[config.mk]
export PLATFORM = sky130hd
export DESIGN_NAME = shift_timer_ctrl
export DESIGN_NICKNAME = d
export VERILOG_FILES = /design/src/rtl/shift_timer_pkg.sv /design/src/rtl/shift_timer_patdet.sv /design/src/rtl/shift_timer_ctrl.sv
export SDC_FILE = /design/constraint.sdc
export NUM_CORES = 1
export LEC_CHECK = 0
export BUFFER_PORTS_ARGS = -buffer_cell sky130_fd_sc_hd__buf_2
export CAP_MARGIN = 20
export CORE_MARGIN = 4
export CORE_UTILIZATION = 50
export DETAILED_ROUTE_END_ITERATION = 6
export GPL_TIMING_DRIVEN = 1
export PLACE_DENSITY_LB_ADDON = 0.05
export REMOVE_ABC_BUFFERS = 1
export SETUP_SLACK_MARGIN = 0.3
export SYNTH_ARGS = -nofsm -noshare
export SYNTH_HDL_FRONTEND = slang
export SYNTH_SLANG_ARGS = --single-unit
[constraint.sdc]
create_clock -name clk -period 5.51 [get_ports clk]
set_input_delay 0.2755 -clock clk [delete_from_list [all_inputs] [get_ports clk]]
set_output_delay 0.2755 -clock clk [all_outputs]
set_load 0.01 [all_outputs]
[src/rtl/shift_timer_pkg.sv]
// shift_timer_pkg: shared state encoding and default parameters for the shift timer controller
package shift_timer_pkg;

    localparam logic [3:0] PATTERN_DEF        = 4'b1101;
    localparam int         SHIFT_LEN_DEF      = 4;
    localparam int         TICKS_PER_UNIT_DEF = 1000;

    localparam logic [1:0] ST_SEARCH   = 2'd0;
    localparam logic [1:0] ST_SHIFT    = 2'd1;
    localparam logic [1:0] ST_COUNT    = 2'd2;
    localparam logic [1:0] ST_WAIT_ACK = 2'd3;

    typedef enum logic [1:0] {
        SEARCH   = ST_SEARCH,
        SHIFT    = ST_SHIFT,
        COUNT    = ST_COUNT,
        WAIT_ACK = ST_WAIT_ACK
    } st_e;

endpackage

[src/rtl/shift_timer_patdet.sv]
// shift_timer_patdet: serial history register and start-pattern comparator
module shift_timer_patdet
    import shift_timer_pkg::*;
#(
    parameter int               PAT_W   = 4,
    parameter logic [PAT_W-1:0] PATTERN = PATTERN_DEF
) (
    input  logic clk,
    input  logic resetn,
    input  logic en,
    input  logic clear,
    input  logic data,
    output logic match
);

    logic [PAT_W-2:0] hist;
    logic [PAT_W-1:0] win;

    assign win   = {hist, data};
    assign match = en && (win == PATTERN);

    // keep the last PAT_W-1 bits; a failed prefix never resets the history
    always_ff @(posedge clk or negedge resetn) begin
        if (!resetn)
            hist <= '0;
        else if (clear)
            hist <= '0;
        else if (en)
            hist <= win[PAT_W-2:0];
    end

endmodule

[src/rtl/shift_timer_ctrl.sv]
// shift_timer_ctrl: pattern-triggered delay capture and timed count; SHIFT_TIMER_COUNT_OUT_EN adds the count port
module shift_timer_ctrl
    import shift_timer_pkg::*;
#(
    parameter int               PAT_W          = 4,
    parameter logic [PAT_W-1:0] PATTERN        = PATTERN_DEF,
    parameter int               SHIFT_LEN      = SHIFT_LEN_DEF,
    parameter int               TICKS_PER_UNIT = TICKS_PER_UNIT_DEF
) (
    input  logic                 clk,
    input  logic                 resetn,
    input  logic                 data,
    input  logic                 ack,
    output logic                 shift_ena,
    output logic                 counting,
    output logic                 done,
    output logic [SHIFT_LEN-1:0] delay
`ifdef SHIFT_TIMER_COUNT_OUT_EN
    ,
    output logic [SHIFT_LEN-1:0] count
`endif
);

    localparam int SC_W = (SHIFT_LEN > 1) ? $clog2(SHIFT_LEN) : 1;
    localparam int TW   = (TICKS_PER_UNIT > 1) ? $clog2(TICKS_PER_UNIT) : 1;
    localparam logic [SC_W-1:0] SC_LAST   = SC_W'(SHIFT_LEN - 1);
    localparam logic [TW-1:0]   TICK_LAST = TW'(TICKS_PER_UNIT - 1);

    st_e              state;
    logic [SC_W-1:0]  sc;
    logic [TW-1:0]    tick;
    logic [SHIFT_LEN:0] dcat;
    logic             match;

    assign dcat = {delay, data};

    shift_timer_patdet #(
        .PAT_W   (PAT_W),
        .PATTERN (PATTERN)
    ) u_patdet (
        .clk    (clk),
        .resetn (resetn),
        .en     (state == SEARCH),
        .clear  (match),
        .data   (data),
        .match  (match)
    );

    // sequencing FSM with shift counter, tick counter and delay register
    always_ff @(posedge clk or negedge resetn) begin
        if (!resetn) begin
            state <= SEARCH;
            sc    <= '0;
            tick  <= '0;
            delay <= '0;
        end else begin
            case (state)
                SEARCH: begin
                    if (match) begin
                        state <= SHIFT;
                        sc    <= '0;
                    end
                end
                SHIFT: begin
                    delay <= dcat[SHIFT_LEN-1:0];
                    sc    <= sc + 1'b1;
                    if (sc == SC_LAST) begin
                        state <= COUNT;
                        sc    <= '0;
                        tick  <= '0;
                    end
                end
                COUNT: begin
                    if (tick == TICK_LAST) begin
                        tick <= '0;
                        if (delay != '0)
                            delay <= delay - 1'b1;
                        else
                            state <= WAIT_ACK;
                    end else begin
                        tick <= tick + 1'b1;
                    end
                end
                WAIT_ACK: begin
                    if (ack)
                        state <= SEARCH;
                end
                default: state <= SEARCH;
            endcase
        end
    end

    assign shift_ena = (state == SHIFT);
    assign counting  = (state == COUNT);
    assign done      = (state == WAIT_ACK);

`ifdef SHIFT_TIMER_COUNT_OUT_EN
    assign count = counting ? delay : '0;
`endif

endmodule

==> impl_metrics.csv, run 1 <==
group,metric,value,unit
run_status,status,"completed",
setup_path,critical_path_class,"reg2reg",
synthesis,synth_cell_type_count,43,
timing,max_slew_margin,61.9,%
setup_path,cp.required,5.72,ns
setup_path,ff2ff_setup_slack,3.34,ns
synthesis,yosys_register_bits,21,
setup_path,startpoint_type,"flop",
clock_tree,root_buffer,"clkbuf_4",
setup_path,cp_num_buf_inv,1,
cells_and_area,num_antenna_cells,0,
die,die_area,3360,um2
timing,fin_setup_tns,0,ns
global_route,antenna_found_initial,0,
place,hpwl,1840,um
synthesis,synth_area_per_cell,9.17,um2
synthesis,async_flop_share,100,%
place,gp_congestion,0.787,
setup_path,cpPeakStageDelay,0.49,ns
setup_path,reg2reg_from,"delay[1]$_DFFE_PN0P_",
clock_tree,clock_sinks,21,
setup_path,worstPathMaxFanout,6,
routing,drt-vias-per-instance,5.87,
power_and_ir_drop,power_leakage,0.619,nW
clock_tree,cts_tree,"done",
die,dieHeight,58.0,um
global_route,overflow,0,
synthesis,yosysWarningCount,0,
hold_path,whs_path_depth,3,
setup_path,timing.rr.end,"state[1]$_DFFE_PN0P_",
hold_path,min_to,"u_patdet.hist[0]$_DFFE_PN0P_",
timing,skew,0.000600,ns
power_and_ir_drop,vdd_drop_max,0.000162,V
hold_path,min_path_type,"in2reg",
timing,report.final.slew_viol_count,0,
synthesis,ys.flop_type,"dfrtp_1",
place,pre_cts_slack,3.35,ns
routing,vias,1028,
die,start_util,54.3,%
setup_path,crit_path_end_kind,"flop",
die,die_w,58.0,um
setup_path,reg2regPathDepth,6,
routing,dr.first_iter.drc_count,24,
routing,drc,0,
cells_and_area,final_net_count,159,
timing,finalSetupViolations,0,
synthesis,synth_edf_count,0,
setup_path,crit_family,"compound AO/OA/AOI/OAI gates",
clock_tree,cts_resized,0,
setup_path,crit_chain,"inv_1 -> ha_1 -> or3b_2 -> o41ai_1 -> a21oi_1 -> a31o_2",
cells_and_area,drive_gt1_share,14.3,%
synthesis,synth_area,1250,um2
setup_path,cp.arrival,2.38,ns
place,port_buffers,10,
timing,finalCritPeriodShare,39.4,%
clock_tree,cts_buffers,3,
global_route,grt_pass1_wl,4340,um
timing,max_freq,460,MHz
global_route,grt_usage,16.3,%
hold_path,holdCritStartpoint,"data",
power_and_ir_drop,power,0.000234,W
clock_tree,htree_levels,1,
routing,routed_wirelength,2490,um
die,io_pins,11,
cells_and_area,syn2layout_area_growth,7.92,%
die,core,2300,um2
timing,min_period,2.17,ns
clock_tree,cts.path.max_buffers,2,
die,num_rows,17,
timing,fin_ws,3.34,ns
clock_tree,clk_latency,0.30,ns
setup_path,crit_slowest_cell,"or3b_2",
routing,first_pass_iters,4,
timing,tightest_slew,0.564,ns
synthesis,seq_area_frac_synth,42.1,%
routing,routedWlPerCell,14.2,um
power_and_ir_drop,p_per_area,174,nW/um2
global_route,grt_pass1_vias,995,
clock_tree,cts.clk_slew.worst_paths,0.12,ns
timing,worst_hold_slack,0.227,ns
timing,rsz0062_at_grt,"no",
global_route,grt_max_degree,22,
job,maxCapViolations,0,
routing,ant_nets,0,
timing,hold_viol,0,
synthesis,syn_inst,136,
-- tightest hold or removal path, stage by stage --
cell and delay [ns]:
buf_2 0.10, nand3_1 0.06, o21ai_0 0.06
-- cells in the mapped netlist, types with 2 or more instances --
master | count | area (um2)
nand2b_1 | 2 | 12.5
a31oi_1 | 2 | 12.5
nor2_1 | 6 | 22.5
o22ai_1 | 3 | 18.8
dfrtp_1 | 21 | 526
ha_1 | 7 | 87.6
buf_4 | 2 | 15.0
nand3_1 | 9 | 45.0
o311ai_0 | 2 | 17.5
or4_1 | 2 | 15.0
a32o_1 | 2 | 20.0
nand2_1 | 16 | 60.1
a21oi_1 | 5 | 25.0
or3_1 | 2 | 12.5
o21ai_0 | 9 | 45.0
and4_2 | 2 | 20.0
nand4_1 | 4 | 25.0
nor3_1 | 2 | 10.0
nor2b_1 | 2 | 12.5
xor2_1 | 4 | 35.0
inv_1 | 10 | 37.5
-- timing repair --
action | 4_1_cts | 5_1_grt
hold endpoints to repair | 21 | 0
hold buffers | 1 | 0
setup buffers | 0 | 0
-- per-stage QoR --
step | cell area (um2) | std cells | util, %
2_1_floorplan | 1220 | 132 | -
3_3_place_gp | 1310 | 170 | 57.0
3_5_place_dp | 1310 | 170 | 57.0
4_1_cts | 1350 | 175 | 58.6
5_1_grt | 1350 | 175 | 58.6
6_report | 1350 | 175 | 58.6
-- worst max path at each step --
stage	startpoint	slack, ns	to	cells after the start
after floorplan	delay[0]$_DFFE_PN0P_	3.54	state[1]$_DFFE_PN0P_	6
after global placement	delay[1]$_DFFE_PN0P_	3.45	state[1]$_DFFE_PN0P_	6
after detailed placement	delay[1]$_DFFE_PN0P_	3.35	state[1]$_DFFE_PN0P_	6
after CTS	delay[1]$_DFFE_PN0P_	3.33	state[1]$_DFFE_PN0P_	6
after global routing	delay[0]$_DFFE_PN0P_	3.17	state[1]$_DFFE_PN0P_	6
final	delay[1]$_DFFE_PN0P_	3.34	state[1]$_DFFE_PN0P_	6
-- kinds of logic (layout without fill, tap and decap cells) --
family / count (synthesis) / after routing / share of synthesized area, %
flip-flops: 21 / 21 / 42.1
AO/OA/AOI/OAI: 32 / 32 / 17.4
buffers and inverters: 14 / 25 / 4.91
XOR/XNOR: 4 / 4 / 2.81
AND/OR/NAND/NOR: 58 / 58 / 25.8
adder cells (fa/ha/maj): 7 / 7 / 7.02
-- area by class of cell --
| cell class | instances | area (um2) |
|---|---|---|
| tap | 28 | 35.0 |
| multi-input combinational | 101 | 661 |
| clock inverter | 1 | 5.00 |
| inverter | 10 | 37.5 |
| fill | 218 | 951 |
| sequential | 21 | 526 |
| clock buffer | 3 | 22.5 |
| timing repair buffer | 11 | 60.1 |
-- state kept, by name (all words and copies together) (netlist names) --
name,count
tick,10
delay,4
u_patdet.hist,3
sc,2
state,2
-- layer usage --
layer | up-vias | part of all wire [%] | global-route usage (%)
met1 | 479 | 51 | 22.0
met3 | 6 | 3.8 | 2.23
met2 | 21 | 43 | 25.8
li1 | 522 | - | -
met4 | 0 | 1.9 | 7.95
met5 | - | 0 | 0
-- layout by cell type, fill, tap and decap left out, types with 2 or more instances in the layout --
cell type	count
nand4_1	4
ha_1	7
xor2_1	4
nand3_1	9
nand2b_1	2
and4_2	2
or3_1	2
dfrtp_1	21
o22ai_1	3
a32o_1	2
nor2_1	6
buf_2	10
a21oi_1	5
nor2b_1	2
nor3_1	2
inv_1	10
o311ai_0	2
a31oi_1	2
clkbuf_4	3
nand2_1	16
or4_1	2
o21ai_0	9
-- power by group --
part | switching [W] | leakage (nW) | internal (W)
Clock | 0.0000477 | 0.0177 | 0.0000270
Combinational | 0.00000346 | 0.338 | 0.00000131
Sequential | 0 | 0.263 | 0.000154
No activity file was read; power rests on OpenSTA's default activity.
==> run 2: changes to the inputs <==
==> constraint.sdc (replaced) <==
create_clock -name clk -period 2.2 [get_ports clk]
set_input_delay 0.11 -clock clk [delete_from_list [all_inputs] [get_ports clk]]
set_output_delay 0.11 -clock clk [all_outputs]
set_load 0.01 [all_outputs]
==> run 2 against run 1 <==
Via count is 12% higher. Setup slack worse by 3.0 ns. Hold slack worse by 0.17 ns. Register-to-register slack worse by 3.0 ns. Combinational power grew to 2.6 times the previous value. Sequential share of layout area is 4.7 points lower. Design area is 14% higher.
==> impl_metrics.csv, run 2 (synthesized netlist as in run 1, its figures left out) <==
group,metric,value,unit
run_status,status,"completed",
timing,finalCritPeriodShare,84.9,%
setup_path,cp.arrival,2.08,ns
cells_and_area,final_common_cell,"dfrtp_1",
timing,min_period,1.87,ns
hold_path,min_to,"u_patdet.hist[0]$_DFFE_PN0P_",
power_and_ir_drop,p_sw_share,22.2,%
global_route,grt_max_degree,22,
die,num_rows,17,
clock_tree,cts.path.max_buffers,2,
job,maxCapViolations,0,
clock_tree,cts_buffers,3,
hold_path,min_path_type,"in2reg",
power_and_ir_drop,p_comb_share,2.1,%
timing,hold_viol,0,
timing,max_slew_margin,66.5,%
setup_path,reg2regPathDepth,6,
cells_and_area,drive_gt1_share,30.5,%
cells_and_area,n_fill_cell,195,
hold_path,whs_path_depth,3,
place,hpwl,1870,um
timing,fin_setup_tns,0,ns
setup_path,worstPathMaxFanout,3,
cells_and_area,final_cell_mix,"dfrtp_1 (20), buf_4 (17), nand2_1 (16)",
place,gp_congestion,0.810,
die,core,2300,um2
global_route,grt_pass1_vias,1083,
die,die_area,3360,um2
cells_and_area,top_register,"tick",
routing,dr.first_iter.drc_count,43,
setup_path,timing.rr.end,"state[1]$_DFFE_PN0P_",
power_and_ir_drop,power_leakage,0.701,nW
place,port_buffers,10,
power_and_ir_drop,p_seq_share,65.3,%
setup_path,cp.required,2.41,ns
clock_tree,clock_sinks,21,
power_and_ir_drop,vdd_drop_max,0.000251,V
setup_path,ff2ff_setup_slack,0.33,ns
global_route,use_met2,28.7,%
timing,tightest_slew,0.502,ns
cells_and_area,final_net_count,176,
cells_and_area,syn2layout_area_growth,23.0,%
clock_tree,root_buffer,"clkbuf_4",
clock_tree,cts.clk_slew.worst_paths,0.12,ns
cells_and_area,largest_reg_flops,10,
power_and_ir_drop,pwr-share-clk,32.6,%
clock_tree,htree_levels,1,
routing,drt-vias-per-instance,6.01,
global_route,met1_usage,24.9,%
routing,drc,0,
die,dieHeight,58.0,um
clock_tree,cts_tree,"done",
routing,routedWlPerCell,15.3,um
routing,first_pass_iters,4,
cells_and_area,num_antenna_cells,0,
power_and_ir_drop,p_int,0.000460,W
timing,skew,0.00218,ns
die,io_pins,11,
timing,max_freq,536,MHz
cells_and_area,reg_top3,"tick x10, delay x4, u_patdet.hist x3",
clock_tree,clk_latency,0.31,ns
cells_and_area,fin_cells,192,
setup_path,startpoint_type,"flop",
global_route,grt_pass1_wl,4790,um
routing,vias,1154,
global_route,overflow,0,
timing,report.final.slew_viol_count,0,
cells_and_area,final_core_util,66.8,%
global_route,grt_usage,18.1,%
routing,routed_wirelength,2930,um
global_route,antenna_found_initial,0,
timing,rsz0062_at_grt,"yes",
global_route,grt_busiest_layer,"met2",
setup_path,critical_path_class,"reg2reg",
die,die_w,58.0,um
setup_path,crit_path_end_kind,"flop",
setup_path,reg2reg_from,"delay[1]$_DFFE_PN0P_",
setup_path,startpoint,"delay[1]$_DFFE_PN0P_",
global_route,use_met3,2.00,%
hold_path,holdCritStartpoint,"data",
die,start_util,54.3,%
power_and_ir_drop,p_per_area,385,nW/um2
timing,finalSetupViolations,0,
routing,ant_nets,0,
place,dp.cells,173,
power_and_ir_drop,power_switching,0.000131,W
-- run 2: cell types whose count changed in the layout (fill, tap and decap cells not counted), moves of 2 or more --
| cell | delta |
|---|---|
| inv_1 | -2 |
| buf_4 | +17 |
| inv_2 | +2 |
| or3b_4 | +2 |
| ha_1 | -4 |
| ha_2 | +3 |
-- run 2: layer usage --
metal	up-vias	part of all wire [%]
met5	-	0
met4	0	1.6
met3	5	3.2
met2	23	48
met1	566	47
li1	560	-
-- run 2: cell type report --
type                            instances  area [um2]  area share, %
Multi-Input combinational cell        101         721           47.0
Timing Repair Buffer                   28         188           12.2
Inverter                               10        37.5           2.45
Tap cell                               28        35.0           2.28
Clock buffer                            4        26.3           1.71
Sequential cell                        21         527           34.3
-- run 2: critical path, stage by stage (launching register included) --
cell     delay [ns]
dfrtp_1        0.42
inv_2          0.08
ha_4           0.13
or3b_4         0.39
o41ai_4        0.38
a21oi_1        0.12
a31o_2         0.23
-- run 2: stage by stage --
step | power [W] | hold WS, ns | cell area [um2] | worst slack, ns
final | 0.000591 | 0.0525 | 1530 | 0.333
after global placement | 0.000404 | 0.0894 | 1330 | 0.197
after CTS | 0.000598 | 0.0455 | 1420 | 0.309
after global routing | 0.000612 | 0.0633 | 1530 | 0.283
after floorplan | 0.000394 | -0.186 | 1220 | 0.232
after detailed placement | 0.000405 | 0.0983 | 1330 | 0.127
-- run 2: power by group through the flow --
stage | logic (W) | registers (W) | clock network (W)
after CTS | 0.0000131 | 0.000386 | 0.000199
after global routing | 0.0000143 | 0.000386 | 0.000212
after floorplan | 0.000000627 | 0.000393 | 0
final | 0.0000122 | 0.000386 | 0.000193
after detailed placement | 0.0000116 | 0.000393 | 0
after global placement | 0.0000112 | 0.000393 | 0
-- run 2: worst max-delay path by stage --
stage / end / slack [ns] / cells past startpoint
global placement: state[1]$_DFFE_PN0P_ / 0.20 / 6
finish: state[1]$_DFFE_PN0P_ / 0.33 / 6
floorplan: state[1]$_DFFE_PN0P_ / 0.23 / 6
global route: delay[3]$_DFFE_PN0P_ / 0.28 / 5
CTS: tick[5]$_DFFE_PN0P_ / 0.31 / 4
detailed placement: state[1]$_DFFE_PN0P_ / 0.13 / 6
-- run 2: what timing repair did --
action | in CTS | in global routing
endpoints found under the hold margin | 21 | 0
resized for setup | 4 | 12
endpoints found under the setup margin | 9 | 12
setup buffers | 4 | 10
hold buffers | 1 | 0
pin swaps | 1 | 2
==> run 3: changes to the inputs <==
==> constraint.sdc (replaced) <==
create_clock -name clk -period 1.8 [get_ports clk]
set_input_delay 0.09 -clock clk [delete_from_list [all_inputs] [get_ports clk]]
set_output_delay 0.09 -clock clk [all_outputs]
set_load 0.01 [all_outputs]
==> run 3 against run 2 <==
Global-route usage rose by 2.0 points. Via count increased by 9.1%. Wire length grew 13%. Highest routed layer unchanged. Fmax increased by 4.4%.
==> impl_metrics.csv, run 3 (synthesized netlist as in run 1, its figures left out) <==
group,metric,value,unit
power_and_ir_drop,vdd_drop_max,0.000347,V
hold_path,min_path_type,"in2reg",
timing,finalSetupViolations,0,
routing,vias,1259,
place,port_buffers,10,
cells_and_area,syn2layout_area_growth,39.0,%
global_route,grt_pass1_wl,5290,um
setup_path,startpoint_type,"flop",
setup_path,cp.required,2.01,ns
setup_path,worstPathMaxFanout,3,
die,dieHeight,58.0,um
routing,dr.first_iter.drc_count,61,
global_route,grt_usage,20.1,%
clock_tree,cts_buffers,3,
global_route,grt_pass1_vias,1183,
timing,min_period,1.79,ns
die,core,2300,um2
die,die_area,3360,um2
timing,max_freq,559,MHz
clock_tree,htree_levels,1,
routing,drt-vias-per-instance,6.00,
die,num_rows,17,
setup_path,crit_slowest_cell,"dfrtp_1",
routing,routedWlPerCell,15.8,um
cells_and_area,top_register,"tick",
clock_tree,cts.clk_slew.worst_paths,0.13,ns
cells_and_area,largest_reg_flops,10,
timing,worst_hold_slack,0.0359,ns
die,start_util,54.3,%
setup_path,crit_family,"compound AO/OA/AOI/OAI gates",
power_and_ir_drop,power_leakage,0.843,nW
setup_path,crit_chain,"inv_1 -> ha_2 -> or3b_4 -> o41ai_2 -> buf_4 -> a21oi_1 -> a31o_2",
timing,rsz0062_at_grt,"yes",
cells_and_area,final_core_util,75.5,%
global_route,antenna_found_initial,0,
run_status,status,"completed",
setup_path,critical_path_class,"reg2reg",
setup_path,crit_path_end_kind,"flop",
cells_and_area,reg_top3,"tick x10, delay x4, u_patdet.hist x3",
timing,skew,0.00151,ns
setup_path,cpPeakStageDelay,0.41,ns
setup_path,cp_num_buf_inv,2,
clock_tree,root_buffer,"clkbuf_4",
power_and_ir_drop,p_per_area,420,nW/um2
timing,finalCritPeriodShare,99.3,%
timing,max_slew_margin,67.6,%
routing,drc,0,
cells_and_area,num_antenna_cells,0,
setup_path,cp.arrival,2.00,ns
hold_path,whs_path_depth,3,
job,maxCapViolations,0,
clock_tree,cts_tree,"done",
timing,report.final.slew_viol_count,0,
setup_path,reg2regPathDepth,7,
cells_and_area,final_common_cell,"buf_4",
die,die_w,58.0,um
global_route,grt_max_degree,22,
die,io_pins,11,
routing,first_pass_iters,4,
cells_and_area,final_net_count,194,
timing,tightest_slew,0.486,ns
cells_and_area,final-seq-area,526,um2
routing,ant_nets,0,
timing,hold_viol,0,
place,gp_congestion,0.830,
cells_and_area,drive_gt1_share,40.7,%
place,hpwl,2160,um
cells_and_area,multi_input_area,764,um2
setup_path,path_depth,7,
global_route,overflow,0,
clock_tree,cts.path.max_buffers,2,
routing,routed_wirelength,3310,um
clock_tree,clk_latency,0.31,ns
setup_path,ff2ff_setup_slack,0.01,ns
cells_and_area,n_fill_cell,157,
clock_tree,clock_sinks,21,
cells_and_area,final_cell_mix,"buf_4 (29), dfrtp_1 (21), nand2_1 (16)",
## run 3: changes by cell type in the layout (fill, tap and decap cells not counted), sizes merged
| cell | previous run | this run |
|---|---|---|
| clkbuf | 4 | 5 |
| buf | 27 | 44 |
## run 3: what timing repair did
item,CTS,global route
hold buffers,1,0
setup endpoints to repair,17,19
endpoints found under the hold margin,21,0
resized for setup,15,22
pin swaps,3,5
setup buffers,5,6
## run 3: worst paths after layout
kind	from	end
setup / recovery	delay[0]$_DFFE_PN0P_	state[1]$_DFFE_PN0P_
hold / removal	data	u_patdet.hist[0]$_DFFE_PN0P_
setup reg to reg	delay[0]$_DFFE_PN0P_	state[1]$_DFFE_PN0P_
hold reg to reg	sc[1]$_DFFE_PN0P_	sc[1]$_DFFE_PN0P_
max in group asynchronous	resetn	sc[0]$_DFFE_PN0P_
min in group asynchronous	resetn	delay[2]$_DFFE_PN0P_
## run 3: power breakdown
group | switching, W | total [W] | internal [W] | leakage, nW
Clock | 0.000155 | 0.000242 | 0.0000865 | 0.0150
Combinational | 0.0000110 | 0.0000150 | 0.00000403 | 0.564
Sequential | 0 | 0.000472 | 0.000472 | 0.263
## run 3: final cells by class
| class | count | area share (%) |
|---|---|---|
| clock buffers | 4 | 1.52 |
| inverters | 10 | 2.16 |
| multi-input cells | 101 | 44.1 |
| flip-flops and latches | 21 | 30.3 |
| well taps | 28 | 2.02 |
| repair buffers | 46 | 19.9 |
## run 3: through the flow
step / std cells / setup WS, ns / TNS, ns / power, W / cell area [um2]
final: 210 / 0.0120 / 0 / 0.000729 / 1730
after global routing: 210 / -0.0536 / -0.198 / 0.000757 / 1730
after CTS: 204 / 0.0284 / 0 / 0.000734 / 1620
after detailed placement: 194 / -0.0876 / -0.0876 / 0.000495 / 1490
after global placement: 194 / -0.0731 / -0.0731 / 0.000494 / 1490
after floorplan: 132 / -0.168 / -0.299 / 0.000482 / 1220
## run 3: metal layers
layer	vias to the layer above	GRT usage (%)	wire, um	part of all wire, %
met3	8	2.67	168	5.1
li1	593	-	-	-
met1	615	26.4	1430	43
met5	-	0	0	0
met4	0	8.28	66	2.0
met2	43	33.1	1650	50
## run 3: worst register-to-register path, delay by kind of cell (launching register included)
kind | cells | cell delay, ns
compound gates | 3 | 0.49
fa+ha+maj | 1 | 0.17
flops | 1 | 0.41
buf+inv | 2 | 0.23
simple gates | 1 | 0.39
